File: src/rtl/ahb_bus_arbiter.sv
// Two-master AHB-lite arbiter (CPU = master 0, DMA = master 1).
// Grants change only on hready cycles and only when the owner is idle.
// A hold counter forces a handover to a waiting master after 64 idle-gapped cycles.
// Address phase is muxed by the current owner and write data by the data-phase owner.
module ahb_bus_arbiter (
   input  logic        clk,
   input  logic        hreset_n,
   // request / grant
   input  logic        cpu_req,
   input  logic        dma_req,
   output logic        cpu_ack,
   output logic        dma_ack,
   // master 0 (CPU)
   input  logic [23:0] m0_haddr,
   input  logic        m0_hwrite,
   input  logic [2:0]  m0_hburst,
   input  logic [1:0]  m0_htrans,
   input  logic [7:0]  m0_hwdata,
   // master 1 (DMA)
   input  logic [23:0] m1_haddr,
   input  logic        m1_hwrite,
   input  logic [2:0]  m1_hburst,
   input  logic [1:0]  m1_htrans,
   input  logic [7:0]  m1_hwdata,
   // slave side
   output logic [23:0] haddr,
   output logic        hwrite,
   output logic [2:0]  hburst,
   output logic [1:0]  htrans,
   output logic [7:0]  hwdata,
   input  logic        hready,
   input  logic        hresp,
   input  logic [7:0]  hrdata,
   // shared response path back to both masters
   output logic        m_hready,
   output logic        m_hresp,
   output logic [7:0]  m_hrdata,
   // debug
   output logic [1:0]  owner
);

   localparam int unsigned AW = 24;
   localparam int unsigned DW = 8;
   localparam int unsigned CW = 6;

   localparam logic [1:0] G_NONE = 2'b00;
   localparam logic [1:0] G_CPU  = 2'b01;
   localparam logic [1:0] G_DMA  = 2'b10;

   localparam logic [1:0] HT_IDLE = 2'b00;

   localparam logic [CW-1:0] HOLD_MAX = {CW{1'b1}};

   // last_served encoding
   localparam logic LS_CPU = 1'b0;
   localparam logic LS_DMA = 1'b1;

   logic [1:0]    state_q;
   logic [1:0]    state_d;
   logic [1:0]    d_owner_q;
   logic [1:0]    d_owner_d;
   logic [CW-1:0] hold_cnt_q;
   logic          last_served_q;

   logic          own_req;
   logic          own_idle;
   logic          oth_req;
   logic [1:0]    oth_state;
   logic          force_handover;

   // State register; acks are registered copies of the next state
   always_ff @(posedge clk or negedge hreset_n) begin
      if (!hreset_n) begin
         state_q <= G_NONE;
         cpu_ack <= 1'b0;
         dma_ack <= 1'b0;
      end else begin
         state_q <= state_d;
         cpu_ack <= (state_d == G_CPU);
         dma_ack <= (state_d == G_DMA);
      end
   end

   // Next-state logic: arbitration in G_NONE, release/handover when owner idle
   always_comb begin
      state_d        = state_q;
      own_req        = 1'b0;
      own_idle       = 1'b0;
      oth_req        = 1'b0;
      oth_state      = G_NONE;
      force_handover = 1'b0;

      case (state_q)
         G_CPU: begin
            own_req   = cpu_req;
            own_idle  = (m0_htrans == HT_IDLE);
            oth_req   = dma_req;
            oth_state = G_DMA;
         end
         G_DMA: begin
            own_req   = dma_req;
            own_idle  = (m1_htrans == HT_IDLE);
            oth_req   = cpu_req;
            oth_state = G_CPU;
         end
         default: ;
      endcase

      force_handover = (hold_cnt_q == HOLD_MAX) && oth_req && own_idle;

      if (hready) begin
         if (state_q == G_NONE) begin
            if (cpu_req && dma_req) begin
               state_d = (last_served_q == LS_DMA) ? G_CPU : G_DMA;
            end else if (cpu_req) begin
               state_d = G_CPU;
            end else if (dma_req) begin
               state_d = G_DMA;
            end
         end else if ((state_q != G_CPU) && (state_q != G_DMA)) begin
            // unreachable encoding: recover to no grant
            state_d = G_NONE;
         end else if (own_idle && (!own_req || force_handover)) begin
            state_d = oth_req ? oth_state : G_NONE;
         end
      end
   end

   // Address-phase mux from the current owner
   always_comb begin
      haddr  = '0;
      hwrite = 1'b0;
      hburst = '0;
      htrans = HT_IDLE;
      case (state_q)
         G_CPU: begin
            haddr  = m0_haddr;
            hwrite = m0_hwrite;
            hburst = m0_hburst;
            htrans = m0_htrans;
         end
         G_DMA: begin
            haddr  = m1_haddr;
            hwrite = m1_hwrite;
            hburst = m1_hburst;
            htrans = m1_htrans;
         end
         default: ;
      endcase
   end

   // Next data-phase owner: only NONSEQ/SEQ transfers carry a data phase
   always_comb begin
      d_owner_d = G_NONE;
      if (htrans[1]) begin
         d_owner_d = state_q;
      end
   end

   // Write-data mux from the data-phase owner
   always_comb begin
      hwdata = '0;
      case (d_owner_q)
         G_CPU:   hwdata = m0_hwdata;
         G_DMA:   hwdata = m1_hwdata;
         default: hwdata = DW'(0);
      endcase
   end

   // Data-phase owner advances only when the slave accepts the transfer
   always_ff @(posedge clk or negedge hreset_n) begin
      if (!hreset_n) begin
         d_owner_q <= G_NONE;
      end else if (hready) begin
         d_owner_q <= d_owner_d;
      end
   end

   // Hold counter: counts accepted cycles of one tenure, saturating, cleared on any grant change
   always_ff @(posedge clk or negedge hreset_n) begin
      if (!hreset_n) begin
         hold_cnt_q <= '0;
      end else if (hready) begin
         if (state_d != state_q) begin
            hold_cnt_q <= '0;
         end else if ((state_q != G_NONE) && (hold_cnt_q != HOLD_MAX)) begin
            hold_cnt_q <= hold_cnt_q + CW'(1);
         end
      end
   end

   // Remember which master was granted last for tie-breaking
   always_ff @(posedge clk or negedge hreset_n) begin
      if (!hreset_n) begin
         last_served_q <= LS_DMA;
      end else if (hready && (state_d != state_q)) begin
         if (state_d == G_CPU) begin
            last_served_q <= LS_CPU;
         end else if (state_d == G_DMA) begin
            last_served_q <= LS_DMA;
         end
      end
   end

   // Response path and debug outputs
   always_comb begin
      m_hready = hready;
      m_hresp  = hresp;
      m_hrdata = hrdata;
      owner    = state_q;
   end

   // address width sanity for the mux above
   logic [AW-1:0] unused_aw;
   always_comb unused_aw = haddr;

endmodule

File: config.mk
export PLATFORM = sky130hd
export DESIGN_NAME = ahb_bus_arbiter
export DESIGN_NICKNAME = d
export VERILOG_FILES = /design/src/rtl/ahb_bus_arbiter.sv
export SDC_FILE = /design/constraint.sdc
export NUM_CORES = 1
export LEC_CHECK = 0
export CORE_ASPECT_RATIO = 0.7
export CORE_UTILIZATION = 32
export CTS_CLUSTER_DIAMETER = 30
export DETAILED_ROUTE_END_ITERATION = 12
export GPL_ROUTABILITY_DRIVEN = 0
export PLACE_DENSITY = 0.81
export SKIP_LAST_GASP = 1
export SYNTH_ARGS = -nofsm -noshare
export SYNTH_HDL_FRONTEND = slang
export SYNTH_SLANG_ARGS = --single-unit
File: constraint.sdc
create_clock -name clk -period 3.1 [get_ports clk]
set_input_delay 0.31 -clock clk [delete_from_list [all_inputs] [get_ports clk]]
set_output_delay 0.31 -clock clk [all_outputs]
set_load 0.05 [all_outputs]
==> key figures, run 1 <==
Global route
  • Number of global-route vias before repair: about 1800
  • Global-route wire length before repair: around 8700 microns
  • Largest net degree at the start of global routing: 34
  • Grt ovf: 0
  • GRT Total Usage: 0.198
  • Initial antenna violation count: 0

Clock tree
  • Gates resized, CTS repair: 0
  • CTS root buf: clkbuf_8
  • Post-CTS setup buffer count: 0
  • Worst-path clk slew: approximately 0.05 ns
  • CTS sink cnt: 13
  • Num CTS Buffers: 3
  • CTS Hold Buffers Added: 0
  • CTS H-tree lvls: 1
  • CTS tree: built
  • Bufs on Longest Clock Path: 2
  • Clk Latency, worst-skew pair: around 0.24 ns

Yosys
  • Syn_area_per_cell: between 7 and 8 sq um
  • Mapped Area: between 1500 and 2000 sq um
  • Synth warn: 0
  • Primary FF master, synth: dfrtp_1
  • Yosys reg bits: 13
  • EDFF count, synth: 0
  • Cells after Synth: between 200 and 250
  • Syn nets: about 320
  • Asr flop ratio synth: 1.00
  • Post-synthesis sequential area ratio: 0.197
  • Number of distinct library cells after synthesis: between 40 and 50

Floorplan
  • Ports: between 100 and 150
  • Die H: roughly 62 microns
  • Die ar.: between 5000 and 6000 sq um
  • Row cnt: 21
  • Die Wd: ~90 microns
  • Initial Utilization: 0.340
  • Core Area: just under 5000 sq um

Cells and area
  • Final Non-Filler Cells: 394
  • Most common cell after layout, fill and taps aside: clkdlybuf4s50_1
  • Finished Cell Area: ~2900 sq um
  • Final net count: 424
  • Area of the multi-input gates: roughly 1100 sq um
  • Share of layout cells above drive strength 1: 0.163
  • Area growth syn-to-layout: 73.4%
  • Commonest non-fill, non-tap cells in the layout: clkdlybuf4s50_1 (93), a22oi_1 (37), buf_4 (37)
  • Fill count: about 450
  • Antenna cells: 0
  • Sequential standard cell area: approximately 330 sq um

Power and ir drop
  • Pleak: between 0.001 and 0.0015 uW
  • Worst VDD drop: about 0.00042 V
  • PwrDens: ~1000 nW/um^2

Timing
  • Final setup fails: 0
  • Final hold violation count: 0
  • RSZ-0062 raised after global routing: no
  • Peak Freq: ~0.36 GHz
  • Slew HR: 0.560
  • Clock Skew: 0.00523 ns
  • Fin. max-slew vios: 0
  • Final Critical Period: between 2 and 3 ns
  • Slew of the pin with the lowest slew margin: approximately 0.65 ns
  • Setup_tns: 0 ns
  • Fin crit share: 0.886

Worst setup path
  • CP Data Required Time: 3.26 ns
  • Worst setup SP type: register
  • Crit Path Class: reg2reg
  • Arr. time, crit path: approximately 2.9 ns
  • CP Max Fanout: 10
  • Crit. End Element: register

Detailed routing
  • Vias/cell: 5.16
  • Remaining DRCs: 0
  • DR vias: between 2000 and 2500
  • Routed Antenna Nets: 0
  • Total Wirelength: between 5000 and 6000 microns
  • DR WL/cell: approximately 14 microns
  • Drt first pass iters: 4
  • DRT iter0 DRCs: 86

Placed design
  • Placed Cells incl. Taps: 390
  • Area post-placement: between 2000 and 3000 sq um
  • Dpl hpwl: approximately 4500 microns
  • Port bufs: roughly 120

Status
  • Status: completed

Job
  • Max Cap Viol: 0

Worst hold path
  • Worst Hold Class: in2async
==> kinds of logic (layout without fill, tap and decap cells) <==
| group | count (synthesis) | in the layout | share of synthesized area |
|---|---|---|---|
| AND/OR/NAND/NOR | 80 | 80 | 0.272 |
| AO/OA/AOI/OAI | 73 | 73 | 0.338 |
| buffers and inverters | 42 | 149 | 0.120 |
| flip-flops | 13 | 13 | 0.197 |
| adder cells (fa/ha/maj) | 8 | 8 | 0.0605 |
| multiplexers | 2 | 2 | 0.0129 |
==> critical path, stage by stage (launching register included) <==
cell and delay [ns]:
dfrtp_1 0.37, inv_1 0.12, ha_1 0.39, nor3b_1 0.32
o211ai_1 0.15, a21oi_1 0.20, or2_2 0.14, a22o_1 0.19
inv_1 0.06, ha_1 0.28, a311oi_2 0.26, mux2i_1 0.21
==> metrics by stage <==
stage,total power [uW],utilization,setup WS (ns),hold WS (ns)
floorplan,2080,-,0.167,0.0144
global placement,2760,0.581,0.381,0.526
detailed placement,2780,0.581,0.276,0.525
CTS,2930,0.590,0.376,0.447
global route,3120,0.590,0.148,0.490
finish,2930,0.590,0.354,0.440
==> layout make-up <==
cell class / instances / area share
Clock buffer: 4 / 0.0157
Multi-Input combinational cell: 163 / 0.394
Tap cell: 69 / 0.0301
Sequential cell: 13 / 0.114
Timing Repair Buffer: 131 / 0.428
Inverter: 14 / 0.0183
==> flip-flops by register name, summed over array words and instances, names as in the netlist <==
| signal | count |
|---|---|
| dma_ack | 1 |
| last_served_q | 1 |
| hold_cnt_q | 6 |
| cpu_ack | 1 |
| owner | 2 |
| d_owner_q | 2 |
==> routing by layer <==
metal,vias to the layer above,wire length [microns],share of wire,GRT usage
met5,-,0,0,0
met4,0,16,0.0029,0.0348
met3,2,336,0.060,0.0426
met2,66,2560,0.46,0.309
met1,953,2700,0.48,0.280
li1,1012,-,-,-
==> cell usage after synthesis, types with 3 or more instances <==
cell / number / area [sq um]
nand4_1: 9 / 56.3
o21ai_0: 4 / 20.0
ha_1: 8 / 100
clkbuf_1: 13 / 48.8
nor2b_1: 32 / 200
buf_4: 10 / 75.1
a21oi_1: 8 / 40.0
inv_1: 13 / 48.8
dfrtp_1: 12 / 300
nor2_1: 15 / 56.3
nor3_1: 3 / 15.0
nand2_1: 8 / 30.0
a22oi_1: 37 / 278
buf_1: 3 / 11.3
nand3_1: 3 / 15.0
==> worst paths after layout <==
| path | slack (ns) | end | cells past startpoint | start |
|---|---|---|---|---|
| worst max register to register | 0.35 | last_served_q | 11 | owner[0] |
| worst min register to register | 0.54 | last_served_q | 2 | last_served_q |
| worst max-delay path | 0.35 | last_served_q | 11 | owner[0] |
| worst min-delay path | 0.44 | hold_cnt_q[4] | 1 | hreset_n |
| min in group clk | 0.54 | last_served_q | 2 | last_served_q |
| max in group asynchronous | 2.28 | dma_ack | 1 | hreset_n |
==> where the power goes <==
| part | switching, uW | leakage [uW] | internal [uW] |
|---|---|---|---|
| Clock | 55.4 | 0.0000228 | 90.4 |
| Combinational | 1570 | 0.000955 | 893 |
| Sequential | 72.7 | 0.000166 | 246 |
| Total | 1700 | 0.00114 | 1230 |
(Power assumes the default switching activity.)
==> inputs of run 2 (changes only) <==
--- a/config.mk
+++ b/config.mk
@@ -12,6 +12,7 @@
 export GPL_ROUTABILITY_DRIVEN = 0
 export PLACE_DENSITY = 0.81
 export SKIP_LAST_GASP = 1
+export SLEW_MARGIN = 20
 export SYNTH_ARGS = -nofsm -noshare
 export SYNTH_HDL_FRONTEND = slang
 export SYNTH_SLANG_ARGS = --single-unit
==> results of run 2 <==
No change in the layout: final DEF, timing and power equal those of run 1.
==> inputs of run 3 (changes only) <==
--- a/config.mk
+++ b/config.mk
@@ -12,7 +12,6 @@
 export GPL_ROUTABILITY_DRIVEN = 0
 export PLACE_DENSITY = 0.81
 export SKIP_LAST_GASP = 1
-export SLEW_MARGIN = 20
 export SYNTH_ARGS = -nofsm -noshare
 export SYNTH_HDL_FRONTEND = slang
 export SYNTH_SLANG_ARGS = --single-unit
==> results of run 3 <==
No change in the layout: final DEF, timing and power equal those of run 1.
